==> src/rtl/tweet_pkg.sv <==
// rtl/tweet_pkg.sv - shared state encoding and constants for the tweet player
package tweet_pkg;

    typedef enum logic [2:0] {
        ST_IDLE,
        ST_FETCH,
        ST_CHECK,
        ST_START_BIT,
        ST_DATA,
        ST_STOP_BIT,
        ST_FINISH
    } state_e;

    localparam int VALID_BIT            = 15;
    localparam int DEFAULT_CLKS_PER_BIT = 5207;
    localparam int DEFAULT_MAX_CHARS    = 160;

    // The bit timer only runs while a frame is on the line.
    function automatic logic in_frame(input state_e s);
        return (s == ST_START_BIT) || (s == ST_DATA) || (s == ST_STOP_BIT);
    endfunction

endpackage

==> src/rtl/tweet_player_baud_tick.sv <==
// rtl/tweet_player_baud_tick.sv - down-counter giving a one-cycle tick every CLKS_PER_BIT cycles
module baud_tick
    import tweet_pkg::*;
#(
    parameter int CLKS_PER_BIT = DEFAULT_CLKS_PER_BIT
) (
    input  logic clk_i,
    input  logic rst_i,
    input  logic restart_i,
    output logic tick_o
);
    localparam int CW = (CLKS_PER_BIT > 1) ? $clog2(CLKS_PER_BIT) : 1;
    localparam logic [CW-1:0] RELOAD = CW'(CLKS_PER_BIT - 1);

    logic [CW-1:0] cnt_q;
    logic [CW-1:0] cnt_d;

    // Reloading on the terminal count keeps bit boundaries drift-free across a frame.
    always_comb begin
        cnt_d = cnt_q;
        if (restart_i || (cnt_q == '0)) begin
            cnt_d = RELOAD;
        end else begin
            cnt_d = cnt_q - CW'(1);
        end
    end

    always_ff @(posedge clk_i) begin
        if (rst_i) begin
            cnt_q <= '0;
        end else begin
            cnt_q <= cnt_d;
        end
    end

    assign tick_o = (cnt_q == '0) && !restart_i;

endmodule

==> src/rtl/tweet_player.sv <==
// rtl/tweet_player.sv - plays valid RAM entries out as 8N1 serial frames
module tweet_player
    import tweet_pkg::*;
#(
    parameter int CLKS_PER_BIT = DEFAULT_CLKS_PER_BIT,
    parameter int MAX_CHARS    = DEFAULT_MAX_CHARS
) (
    input  logic        sysclk,
    input  logic        reset,
    input  logic        start,
    output logic [7:0]  ram_addr,
    input  logic [15:0] ram_data,
    output logic        serial_out,
    output logic        busy,
    output logic        done,
    output logic [7:0]  char_count
);
    localparam logic [7:0] LAST_ADDR = 8'(MAX_CHARS);

    state_e     state_q;
    logic [7:0] ram_addr_q;
    logic [7:0] char_count_q;
    logic [7:0] shift_q;
    logic [2:0] bit_idx_q;
    logic       serial_q;
    logic       busy_q;
    logic       done_q;
    logic       tick;
    logic       ram_data_unused;

    assign ram_data_unused = ^ram_data[14:8];

    baud_tick #(.CLKS_PER_BIT(CLKS_PER_BIT)) u_baud_tick (
        .clk_i     (sysclk),
        .rst_i     (reset),
        .restart_i (!in_frame(state_q)),
        .tick_o    (tick)
    );

    always_ff @(posedge sysclk) begin
        if (reset) begin
            state_q      <= ST_IDLE;
            ram_addr_q   <= '0;
            char_count_q <= '0;
            shift_q      <= '0;
            bit_idx_q    <= '0;
            serial_q     <= 1'b1;
            busy_q       <= 1'b0;
            done_q       <= 1'b0;
        end else begin
            done_q <= 1'b0;
            case (state_q)
                ST_IDLE: begin
                    if (start) begin
                        ram_addr_q   <= '0;
                        char_count_q <= '0;
                        busy_q       <= 1'b1;
                        state_q      <= ST_FETCH;
                    end
                end
                ST_FETCH: state_q <= ST_CHECK;
                ST_CHECK: begin
                    // done is raised on entry so it is high for exactly the FINISH cycle.
                    if (!ram_data[VALID_BIT] || (ram_addr_q == LAST_ADDR)) begin
                        done_q  <= 1'b1;
                        state_q <= ST_FINISH;
                    end else begin
                        shift_q  <= ram_data[7:0];
                        serial_q <= 1'b0;
                        state_q  <= ST_START_BIT;
                    end
                end
                ST_START_BIT: begin
                    if (tick) begin
                        serial_q  <= shift_q[0];
                        shift_q   <= shift_q >> 1;
                        bit_idx_q <= '0;
                        state_q   <= ST_DATA;
                    end
                end
                ST_DATA: begin
                    if (tick) begin
                        if (bit_idx_q == 3'd7) begin
                            serial_q <= 1'b1;
                            state_q  <= ST_STOP_BIT;
                        end else begin
                            serial_q  <= shift_q[0];
                            shift_q   <= shift_q >> 1;
                            bit_idx_q <= bit_idx_q + 3'd1;
                        end
                    end
                end
                ST_STOP_BIT: begin
                    if (tick) begin
                        ram_addr_q   <= ram_addr_q + 8'd1;
                        char_count_q <= char_count_q + 8'd1;
                        state_q      <= ST_FETCH;
                    end
                end
                ST_FINISH: begin
                    busy_q     <= 1'b0;
                    ram_addr_q <= '0;
                    state_q    <= ST_IDLE;
                end
                default: state_q <= ST_IDLE;
            endcase
        end
    end

    assign ram_addr   = ram_addr_q;
    assign char_count = char_count_q;
    assign serial_out = serial_q;
    assign busy       = busy_q;
    assign done       = done_q;

endmodule

==> config.mk <==
export PLATFORM = sky130hd
export DESIGN_NAME = tweet_player
export DESIGN_NICKNAME = d
export VERILOG_FILES = /design/src/rtl/tweet_pkg.sv /design/src/rtl/tweet_player_baud_tick.sv /design/src/rtl/tweet_player.sv
export SDC_FILE = /design/constraint.sdc
export NUM_CORES = 1
export LEC_CHECK = 0
export BUFFER_PORTS_ARGS = -buffer_cell sky130_fd_sc_hd__buf_4
export CAP_MARGIN = 20
export CELL_PAD_IN_SITES_DETAIL_PLACEMENT = 0
export CELL_PAD_IN_SITES_GLOBAL_PLACEMENT = 1
export CORE_ASPECT_RATIO = 1.5
export CORE_UTILIZATION = 42
export CTS_CLUSTER_SIZE = 28
export DETAILED_ROUTE_END_ITERATION = 7
export GPL_TIMING_DRIVEN = 0
export PLACE_DENSITY_LB_ADDON = 0.1
export REMOVE_ABC_BUFFERS = 1
export SLEW_MARGIN = 15
export SYNTH_ARGS = -nofsm -noshare
export SYNTH_HDL_FRONTEND = slang
export SYNTH_HIERARCHICAL = 1
export SYNTH_SLANG_ARGS = --single-unit
==> constraint.sdc <==
create_clock -name sysclk -period 3.4 [get_ports sysclk]
set_input_delay 0.34 -clock sysclk [delete_from_list [all_inputs] [get_ports sysclk]]
set_output_delay 0.34 -clock sysclk [all_outputs]
set_load 0.05 [all_outputs]
==> flow_metrics.py <==
metrics = {
    "run_status": {
        "status": "completed",
    },
    "critical_path": {
        "slowest_delay_ns": 0.62,
        "worstPathRequired_ns": 3.64,
        "r2r_cells": 7,
        "cp_max_fo": 15,
        "cp_data_arrival_time_ns": 3.28,
        "critPathSlowestCell": "or4_4",
        "reg2reg_from": "u_baud_tick/cnt_q[3]",
        "r2r_setup_slack_ns": 0.36,
        "crit_end": "char_count[5]",
        "worstSetupPathType": "reg2reg",
        "cp-startpoint": "u_baud_tick/cnt_q[3]",
        "endpoint_kind": "flop",
        "start_kind": "flop",
        "rr_endpoint": "char_count[5]",
        "path_cells": "or4_4 > and3b_1 > nor3b_4 > nand3_1 > a21o_1 > or4_1 > a21oi_1",
    },
    "clock_tree": {
        "clk_latency_ns": 0.30,
        "clock-sinks": 46,
        "htree_num_levels": 2,
        "hold_buffers": 0,
        "numCtsBuffers": 5,
        "cts_root_buf": "clkbuf_8",
        "clockBufferDepth": 2,
        "clk_pin_slew_ns": 0.09,
        "cts_tree": "built",
    },
    "power_and_ir_drop": {
        "irDropWorstVdd_uv": 220.3,
        "total_power_mw": 1.264,
        "p_per_area_nw_per_um2": 455.5,
        "p_leak_nw": 1.025,
    },
    "global_route": {
        "first_global_vias": 1886,
        "grt_max_degree": 30,
        "antenna_found_initial": 0,
        "track_usage_pct": 18.55,
        "grt_first_pass_wirelength_um": 8728,
        "overflow": 0,
    },
    "logic_synthesis": {
        "syn_area_per_cell_um2": 8.575,
        "synth_area_um2": 2392,
        "ys_async_sr_fraction_pct": 0,
        "yosys_register_bits": 46,
        "ys_warn_count": 6,
        "synth_ff_type": "dfxtp_1",
        "synth-edff-count": 0,
        "synth_cell_types": 51,
        "seq_area_frac_synth_pct": 38.49,
        "synth_cells": 279,
    },
    "drt": {
        "ant_nets": 0,
        "dr.pass1.iters": 4,
        "wl_met2_um": 2723,
        "avgRoutedWirePerCell_um": 13.95,
        "met1Wirelength_um": 2217,
        "routed-wl-met3_um": 117,
        "drc_errors": 0,
        "num_vias": 2077,
        "avgViaCountPerCell": 5.629,
        "dr.max_layer_used": "met4",
        "routed_wirelength_um": 5146,
        "drt_iter0_drc": 87,
    },
    "final_layout": {
        "drive_gt1_share_pct": 16.39,
        "num-fill-cells": 555,
        "antenna_cells": 0,
        "fin_util_pct": 50.51,
        "nets": 323,
        "synthToLayoutAreaGrowth_pct": 15.95,
    },
    "min_path": {
        "hold_path_class": "in2reg",
    },
    "floorplanning": {
        "start_util_pct": 43.56,
        "dieArea_um2": 6008,
        "io_pins": 38,
        "core_area_um2": 5492,
        "placementRows": 33,
        "fp.dieW_um": 63.62,
        "die_h_um": 94.44,
    },
    "timing": {
        "worst_pin_slew_ns": 0.7542,
        "setup_viol": 0,
        "fin_ws_ns": 0.3615,
        "grt_setup_unrepaired": "false",
        "fin_skew_ns": 0.006238,
        "max_freq_mhz": 329.1,
        "slew_viol_final": 0,
        "slew_headroom_pct": 49.61,
        "period_share_pct": 89.37,
        "hold_violations": 0,
        "period_minus_slack_ns": 3.038,
    },
    "place": {
        "dp_hpwl_um": 3576,
        "port_buffers": 30,
        "place_congestion": 0.7616,
        "pre_cts_ws_ns": -0.1390,
    },
    "flow_run": {
        "maxCapViolations": 0,
    },
}
-- metal layers --
metal / up-vias / track usage [%]
met5: - / 0
met4: 0 / 8.144
met3: 7 / 2.657
met2: 33 / 33.87
met1: 978 / 21.10
li1: 1059 / -
-- report_power, final --
group          switching [mW]  internal (mW)  total, mW
clock                   0.187          0.314      0.501
combinational          0.0995         0.0718      0.171
sequential             0.0308          0.561      0.592
-- metrics by stage --
stage	cells	hold WS [ns]	instance area [um^2]	setup TNS (ns)
2_1_floorplan	260	0.4082	2301	0
3_3_place_gp	360	0.4195	2614	-0.2179
3_5_place_dp	361	0.4255	2619	-0.4905
4_1_cts	369	0.2795	2766	0
5_1_grt	369	0.3104	2774	0
6_report	369	0.2853	2774	0
-- sequential cells by signal, indices dropped and copies added (netlist names) --
signal	count
bit_idx_q	3
done	1
u_baud_tick/cnt_q	13
ram_addr	8
busy	1
char_count	8
shift_q	8
serial_out	1
state_q	3
-- final cells by class --
type                            instances  area (um^2)  share of cell area [%]
Clock inverter                          2        60.06                   2.165
Multi-Input combinational cell        205         1358                   48.94
Tap cell                               70        87.58                   3.157
Inverter                                9        33.78                   1.218
Clock buffer                            6        82.58                   2.977
Timing Repair Buffer                   31        230.2                   8.300
Sequential cell                        46        922.1                   33.24
-- worst max-delay path, delay by kind of cell, from the launching register on --
kind	cells	cell delay, ns
DFF	1	0.36
and+or+nand+nor	5	2.06
AOI/OAI and AO/OA	2	0.55
-- worst min path at each step --
stage	start	endpoint	slack [ns]	depth (start not counted)
floorplan	u_baud_tick/cnt_q[0]	u_baud_tick/cnt_q[0]	0.41	1
global placement	u_baud_tick/cnt_q[0]	u_baud_tick/cnt_q[0]	0.42	1
detailed placement	u_baud_tick/cnt_q[0]	u_baud_tick/cnt_q[0]	0.43	1
CTS	ram_data[7]	shift_q[7]	0.28	3
global route	ram_data[7]	shift_q[7]	0.31	3
finish	ram_data[7]	shift_q[7]	0.29	3
-- logic make-up (layout without fill, tap and decap cells) --
group,after synthesis,in the layout,synth area share [%]
AOI/OAI and AO/OA,55,55,15.59
adders and majority gates,6,6,3.138
DFF,46,46,38.49
buffers and inverters,28,48,5.230
xor gates and xnor gates,12,12,4.393
and+or+nand+nor,126,126,30.65
muxes,6,6,2.511
-- placed cells by master, fill, tap and decap left out, types with 2 or more instances in the layout --
cell type and n:
nor4b_1 2, buf_4 30, inv_1 9, nand3b_1 2, o31ai_1 3, a31oi_1 3
a211oi_1 3, a21boi_0 3, nor3b_1 2, nand4_1 5, o21ai_0 5, nand2b_1 10
nor4bb_1 2, ha_1 6, or4_1 3, bufinv_16 2, a22oi_1 2, dfxtp_1 45
a21oi_1 18, nand2_1 15, mux2i_1 6, and3_1 8, nor4_1 4, nor3_1 20
or3_1 5, a21o_1 2, and3b_1 3, xnor2_1 11, clkbuf_8 6, nor2_1 26
nand3_1 9, a221oi_1 8
-- Yosys cell counts (2+ instances only) --
| library cell | number | area [um^2] |
|---|---|---|
| o21ai_0 | 5 | 25.02 |
| a21boi_0 | 3 | 22.52 |
| buf_2 | 4 | 20.02 |
| o31ai_1 | 3 | 22.52 |
| nor3b_1 | 3 | 22.52 |
| nor4bb_1 | 2 | 20.02 |
| buf_6 | 2 | 22.52 |
| nand3b_1 | 2 | 15.01 |
| nor2_1 | 26 | 97.59 |
| dfxtp_1 | 46 | 920.9 |
| a21oi_1 | 18 | 90.09 |
| ha_1 | 6 | 75.07 |
| clkbuf_1 | 12 | 45.04 |
| a22oi_1 | 2 | 15.01 |
| a211oi_1 | 3 | 22.52 |
| a21o_1 | 2 | 15.01 |
| nand3_1 | 9 | 45.04 |
| mux2i_1 | 6 | 60.06 |
| inv_1 | 9 | 33.78 |
| nor3_1 | 20 | 100.1 |
| xnor2_1 | 11 | 96.34 |
| nand4_1 | 5 | 31.28 |
| nand2b_1 | 10 | 62.56 |
| or4_1 | 3 | 22.52 |
| or3_1 | 5 | 31.28 |
| and3b_1 | 3 | 26.28 |
| nor4_1 | 4 | 25.02 |
| nand2_1 | 15 | 56.30 |
| a31oi_1 | 3 | 18.77 |
| nor4b_1 | 2 | 17.52 |
| and3_1 | 8 | 50.05 |
| a221oi_1 | 8 | 70.07 |
-- what timing repair did --
item | in CTS | in global routing
buffers inserted | 0 | 0
endpoints found under the setup margin | 5 | 1
resized for setup | 1 | 2
Power figures use the tool's default switching activity.
